### config.mk
export PLATFORM = sky130hd
export DESIGN_NAME = bsg_yumi_to_ready_fifo
export DESIGN_NICKNAME = d
export VERILOG_FILES = /design/src/rtl/bsg_yumi_to_ready_fifo.sv
export SDC_FILE = /design/constraint.sdc
export NUM_CORES = 1
export LEC_CHECK = 0
export CORE_MARGIN = 1
export CORE_UTILIZATION = 52
export CTS_BUF_LIST = sky130_fd_sc_hd__clkbuf_8
export CTS_CLUSTER_DIAMETER = 100
export CTS_CLUSTER_SIZE = 24
export DETAILED_ROUTE_END_ITERATION = 10
export PLACE_DENSITY = 0.86
export SLEW_MARGIN = 20
export SYNTH_ARGS = -nofsm -noshare
export SYNTH_HDL_FRONTEND = slang
export SYNTH_SLANG_ARGS = --single-unit
### constraint.sdc
create_clock -name clk_i -period 3.8 [get_ports clk_i]
set_input_delay 1.14 -clock clk_i [delete_from_list [all_inputs] [get_ports clk_i]]
set_output_delay 1.14 -clock clk_i [all_outputs]
set_load 0.01 [all_outputs]
### src/rtl/bsg_yumi_to_ready_fifo.sv
// bsg_yumi_to_ready_fifo
//   Small circular FIFO that accepts from a valid/yumi producer and presents a
//   valid/ready interface downstream. The upstream acknowledge (yumi_o) is
//   computed only from v_i and local state, so no combinational path exists
//   from ready_i to yumi_o. Consequence: when full, a slot freed by a dequeue
//   is only reused on the following cycle.
//
//   Optional occupancy counter output (count_o) is compiled in when the macro
//   BSG_YUMI_TO_READY_FIFO_COUNT_EN is defined; the default build omits it.
module bsg_yumi_to_ready_fifo #(
    parameter int width_p = 16,
    parameter int els_p   = 2
) (
    input  logic                   clk_i,
    input  logic                   reset_i,
    input  logic                   v_i,
    input  logic [width_p-1:0]     data_i,
    output logic                   yumi_o,
    output logic                   v_o,
    output logic [width_p-1:0]     data_o,
    input  logic                   ready_i
`ifdef BSG_YUMI_TO_READY_FIFO_COUNT_EN
    ,
    output logic [$clog2(els_p):0] count_o
`endif
);

    localparam int ptr_w_lp = $clog2(els_p);
    localparam logic [ptr_w_lp-1:0] ptr_one_lp = ptr_w_lp'(1);

    // Elaboration-time parameter checks.
    if (els_p < 2 || els_p > 16 || (els_p & (els_p - 1)) != 0) begin : g_bad_els
        $error("bsg_yumi_to_ready_fifo: els_p must be a power of two in 2..16");
    end
    if (width_p < 1) begin : g_bad_width
        $error("bsg_yumi_to_ready_fifo: width_p must be >= 1");
    end

    // State
    logic [ptr_w_lp-1:0] wptr_q, wptr_d;
    logic [ptr_w_lp-1:0] rptr_q, rptr_d;
    logic                full_q, full_d;
    logic                empty_q, empty_d;
    logic [width_p-1:0]  mem_q [els_p];
    logic [width_p-1:0]  mem_d [els_p];

    logic                enq;
    logic                deq;
    logic [ptr_w_lp-1:0] wptr_inc;
    logic [ptr_w_lp-1:0] rptr_inc;

    // Handshake outputs: yumi never looks at ready_i, v_o never looks at ready_i.
    always_comb begin
        yumi_o = v_i & ~full_q & ~reset_i;
        v_o    = ~empty_q;
        data_o = mem_q[rptr_q];
        enq    = yumi_o;
        deq    = v_o & ready_i;
    end

    // Next-state for pointers and full/empty flags; reset wins over any transfer.
    always_comb begin
        wptr_inc = wptr_q + ptr_one_lp;
        rptr_inc = rptr_q + ptr_one_lp;
        wptr_d   = wptr_q;
        rptr_d   = rptr_q;
        full_d   = full_q;
        empty_d  = empty_q;
        if (reset_i) begin
            wptr_d  = '0;
            rptr_d  = '0;
            full_d  = 1'b0;
            empty_d = 1'b1;
        end else begin
            if (enq) wptr_d = wptr_inc;
            if (deq) rptr_d = rptr_inc;
            case ({enq, deq})
                2'b10: begin
                    empty_d = 1'b0;
                    full_d  = (wptr_inc == rptr_q);
                end
                2'b01: begin
                    full_d  = 1'b0;
                    empty_d = (rptr_inc == wptr_q);
                end
                default: ;  // both or neither: flags hold
            endcase
        end
    end

    // Storage write: only the slot under the write pointer changes on enqueue.
    always_comb begin
        mem_d = mem_q;
        if (enq) mem_d[wptr_q] = data_i;
    end

    // Control state register with synchronous reset.
    always_ff @(posedge clk_i) begin
        wptr_q  <= wptr_d;
        rptr_q  <= rptr_d;
        full_q  <= full_d;
        empty_q <= empty_d;
    end

    // Payload storage register; intentionally not reset.
    always_ff @(posedge clk_i) begin
        mem_q <= mem_d;
    end

`ifdef BSG_YUMI_TO_READY_FIFO_COUNT_EN
    localparam logic [ptr_w_lp:0] cnt_one_lp  = (ptr_w_lp + 1)'(1);
    localparam logic [ptr_w_lp:0] cnt_full_lp = (ptr_w_lp + 1)'(els_p);

    logic [ptr_w_lp:0] cnt_q, cnt_d;

    // Occupancy counter: +1 on enqueue only, -1 on dequeue only.
    always_comb begin
        cnt_d = cnt_q;
        if (reset_i)          cnt_d = '0;
        else if (enq && !deq) cnt_d = cnt_q + cnt_one_lp;
        else if (deq && !enq) cnt_d = cnt_q - cnt_one_lp;
    end

    // Counter register.
    always_ff @(posedge clk_i) begin
        cnt_q <= cnt_d;
    end

    assign count_o = cnt_q;

    a_cnt_empty: assert property (@(posedge clk_i) disable iff (reset_i)
        (cnt_q == '0) == empty_q)
        else $error("bsg_yumi_to_ready_fifo: counter/empty disagree");
    a_cnt_full: assert property (@(posedge clk_i) disable iff (reset_i)
        (cnt_q == cnt_full_lp) == full_q)
        else $error("bsg_yumi_to_ready_fifo: counter/full disagree");
`endif

    // Protocol sanity checks (ignored by synthesis flows).
    a_no_deq_empty: assert property (@(posedge clk_i) disable iff (reset_i)
        deq |-> !empty_q)
        else $error("bsg_yumi_to_ready_fifo: dequeue while empty");
    a_no_enq_full: assert property (@(posedge clk_i) disable iff (reset_i)
        enq |-> !full_q)
        else $error("bsg_yumi_to_ready_fifo: enqueue while full");
    a_head_stable: assert property (@(posedge clk_i) disable iff (reset_i)
        (v_o && !ready_i) |=> $stable(data_o))
        else $error("bsg_yumi_to_ready_fifo: head changed without dequeue");

endmodule

---- Word-level counts from Yosys, hierarchy flattened ----
Index checks and enable logic that the tools add are counted.
word-level totals
  flip-flop bits (word level) ............. 36
  input port bits ......................... 20
  output and inout bits ................... 18
  word-level logic and storage cells ...... 33
operators by class
  $add $sub $neg .......................... 2
  $lt $le $gt $ge ......................... 3
  equal/unequal tests ..................... 4
  multiplexer cells ....................... 8
  bitwise operators ....................... 8
  reduce and logical (&&, ||, !) cells .... 2
operator list
  kind                   number
  $mux W16               4
  $bwmux W32             1
  $demux W16 S1          1
  $ge A2 B2 Y1 const B   2
  $not A1 Y2             2
  $pmux W1 S2            2
  $and A1 B1 Y1          3
  $not A1 Y1             3
  $add A1 B1 Y1 const B  2
  $eq A1 B1 Y1           2
  $eq A2 B1 Y1 const B   1
  $eq A2 B2 Y1 const B   1
  $lt A2 B1 Y1 const B   1
  $reduce_bool A2 Y1     1
  $logic_and A1 B1 Y1    1

---- Logic depth before layout (Yosys ltp) ----
Gate-level depths: netlist (run 1).
  depth after elaboration ................. 6
  gate-level depth with buffers ........... 5
  mapped depth without buffers ............ 5

---- Worst setup path after synthesis (run 1) ----
No wires, ideal clock.
  path type ............................... input-to-output
  start ................................... in v_i
  end ..................................... out yumi_o
  arrival time ............................ 1,517 ps
  required time ........................... 2,660 ps
  path slack .............................. 1,143 ps
  stages on the path ...................... 3
  path buffers ............................ 0
  cell sequence ........................... nor2b_1 > nand2b_1 > inv_1
on the way
  longest elaborated chain between the ends .. 2
RTL lines
  element                      RTL line  text
  start: declaration           16        input logic v_i,
  $and A1 B1 Y1 (2 in series)  54        yumi_o = v_i & ~full_q & ~reset_i;
  end: declaration             18        output logic yumi_o,
No other way between the ends.

---- Final worst setup path (run 1) ----
Same ends and word-level chain as after synthesis.

==> results of run 1 <==
==> through the flow <==
stage	util, %	hold slack, ps
6_report	75.4	489
2_1_floorplan	-	434
3_5_place_dp	71.6	468
4_1_cts	75.3	477
5_1_grt	75.4	512
3_3_place_gp	71.6	451
==> final cells by class <==
cell class | instances | area, um2 | area share [%]
Multi-Input combinational cell | 33 | 289 | 15.6
Tap cell | 30 | 37.5 | 2.03
Clock buffer | 6 | 82.6 | 4.46
Timing Repair Buffer | 39 | 385 | 20.8
Inverter | 2 | 7.51 | 0.406
Clock inverter | 2 | 7.51 | 0.406
Sequential cell | 36 | 1040 | 56.3
==> flip-flops by register name, indices dropped and copies added (netlist names) <==
name / flops
empty_q: 1
mem_q: 32
rptr_q: 1
full_q: 1
wptr_q: 1
==> metal layers <==
metal	vias to the layer above	wire length, um	global-route usage, %
li1	364	-	-
met1	369	850	22.5
met2	24	1350	33.3
met3	4	115	8.62
met4	0	45	10.5
met5	-	0	0
==> placed cells by master (no fill, tap or decap) <==
cell / count
nor2b_1: 1
nand2b_1: 2
nand2_1: 1
nor2_1: 3
inv_1: 4
nor2b_2: 1
or3_1: 1
xnor2_1: 3
ha_1: 1
a21oi_1: 2
and2_1: 1
buf_4: 2
mux2_2: 16
clkbuf_8: 6
clkdlybuf4s50_1: 37
dfxtp_1: 4
o21ai_0: 1
edfxtp_1: 32
==> logic make-up after synthesis <==
family	Yosys count	synth area share, %
AOI/OAI and AO/OA	3	1.11
xor gates and xnor gates	3	1.94
adders and majority gates	1	0.926
buffers and inverters	4	1.76
DFF	36	77.0
muxes	16	13.3
and+or+nand+nor	10	3.89
==> worst paths after layout <==
path               to  cells after the start
max            yumi_o                      5
min            full_q                      2
max reg2reg  mem_q[4]                      4
min reg2reg    full_q                      2
==> worst max-delay path, stage by stage <==
cell,delay [ps]
clkdlybuf4s50_1,460
nor2b_2,190
nand2b_1,120
inv_1,80
clkdlybuf4s50_1,530
==> where the power goes <==
part / internal (mW) / total, mW / switching, mW
logic: 0.0752 / 0.120 / 0.0446
clock network: 0.142 / 0.266 / 0.124
registers: 0.455 / 0.469 / 0.0140
==> impl_metrics.py, run 1 <==
metrics = {
    "outcome": {
        "status": "finished, final reports clean",
    },
    "clock_network": {
        "htree_num_levels": 2,
        "insertion_delay_ps": 290,
        "post_cts_buffers": 0,
        "cts_buffers": 5,
        "cts_max_path_buffers": 2,
        "cts_tree": "done",
        "cts_resized": 0,
        "root_buffer": "clkbuf_8",
        "holdBufCountCts": 0,
        "path_clk_slew_ps": 60,
        "clock-sinks": 36,
    },
    "routing": {
        "route.detailed.drc": 0,
        "vias": 761,
        "wire_per_inst_um": 15.9,
        "ant_nets": 0,
        "wirelength_mm": 2.36,
        "drt_first_pass_iters": 4,
        "viasPerCell": 5.14,
        "drt_iter0_drc": 13,
    },
    "synthesis": {
        "synth-main-ff-cell": "edfxtp_1",
        "syn_avg_cell_area_um2": 18.5,
        "synth_seq_area_share_pct": 77.0,
        "synth_most_common_cell": "edfxtp_1",
        "synth_seq_cells": 36,
        "ys_warn_count": 0,
        "netlist_instances": 73,
        "syn_area_um2": 1350,
        "synth_nets": 94,
        "netlist.area_leader.share_pct": 71.1,
        "async_flop_share_pct": 0,
        "yosys-top-cells-area": "edfxtp_1 71%, mux2_2 13%, dfxtp_1 5.9%",
        "yosys.area.top_type": "edfxtp_1",
        "synth.distinct_cells": 16,
        "synth-edff-count": 32,
        "synth_common_cells": "32 x edfxtp_1, 16 x mux2_2, 4 x dfxtp_1",
    },
    "placement": {
        "place_area_um2": 1760,
        "place_ws_ps": 96.7,
        "placed_cells": 140,
        "dpl.hpwl_mm": 1.54,
        "place.gp.congestion": 0.705,
        "io_buffers": 37,
    },
    "sta": {
        "fmax_mhz": 273,
        "fin_crit_ps": 3670,
        "slew_headroom_pct": 45.0,
        "worstMarginPinSlew_ps": 824,
        "hold_violations": 0,
        "finClkSkew_ps": 3.82,
        "rsz0062_at_grt": "false",
        "setup_viol_count_final": 0,
        "drv_slew": 0,
        "fin_ws_ps": 134,
        "finalCritPeriodShare_pct": 96.5,
        "finalSetupTns_ps": 0,
    },
    "grt": {
        "grt_overflow": 0,
        "grt_max_degree": 19,
        "grt_use_total_pct": 20.4,
        "grt_first_pass_wirelength_mm": 3.57,
        "grt_pass1_vias": 729,
        "antenna_found_initial": 0,
    },
    "critical_path": {
        "arrival_ps": 2530,
        "rr_startpoint": "full_q",
        "cp_max_fo": 3,
        "r2r_slack_ps": 2120,
        "crit_start": "v_i",
        "critPathLaunchType": "input pin",
        "crit_type": "in2out",
        "endpoint_kind": "primary output",
        "worstPathRequired_ps": 2660,
    },
    "pwr": {
        "power_leakage_nw": 0.644,
        "powerDensity_nw_per_um2": 462,
        "vdd_drop_max_mv": 0.510,
        "finalPower_uw": 855,
    },
    "floorplanning": {
        "dieArea_um2": 2810,
        "core_um2": 2450,
        "die_h_um": 53.0,
        "start_util_pct": 55.0,
        "rows": 18,
        "io_pins": 38,
        "die_width_um": 53.0,
    },
    "min_path": {
        "hp-class": "reg2reg",
        "hp-start": "full_q",
    },
    "finish": {
        "diodes": 0,
        "final_nets": 138,
        "stdcell_area_um2": 1850,
        "instances_no_fill": 148,
        "fillers": 147,
        "drive_gt1_share_pct": 21.2,
        "area_growth_pct": 36.9,
    },
    "run": {
        "drv_cap": 0,
    },
}
Power figures use the tool's default switching activity.
==> run 2: changes to the inputs <==
--- a/config.mk
+++ b/config.mk
@@ -12,6 +12,7 @@
 export CTS_CLUSTER_SIZE = 24
 export DETAILED_ROUTE_END_ITERATION = 10
 export PLACE_DENSITY = 0.86
+export SKIP_CTS_REPAIR_TIMING = 1
 export SLEW_MARGIN = 20
 export SYNTH_ARGS = -nofsm -noshare
 export SYNTH_HDL_FRONTEND = slang
==> results of run 2 <==
No change in the layout: final DEF, timing and power equal those of run 1.
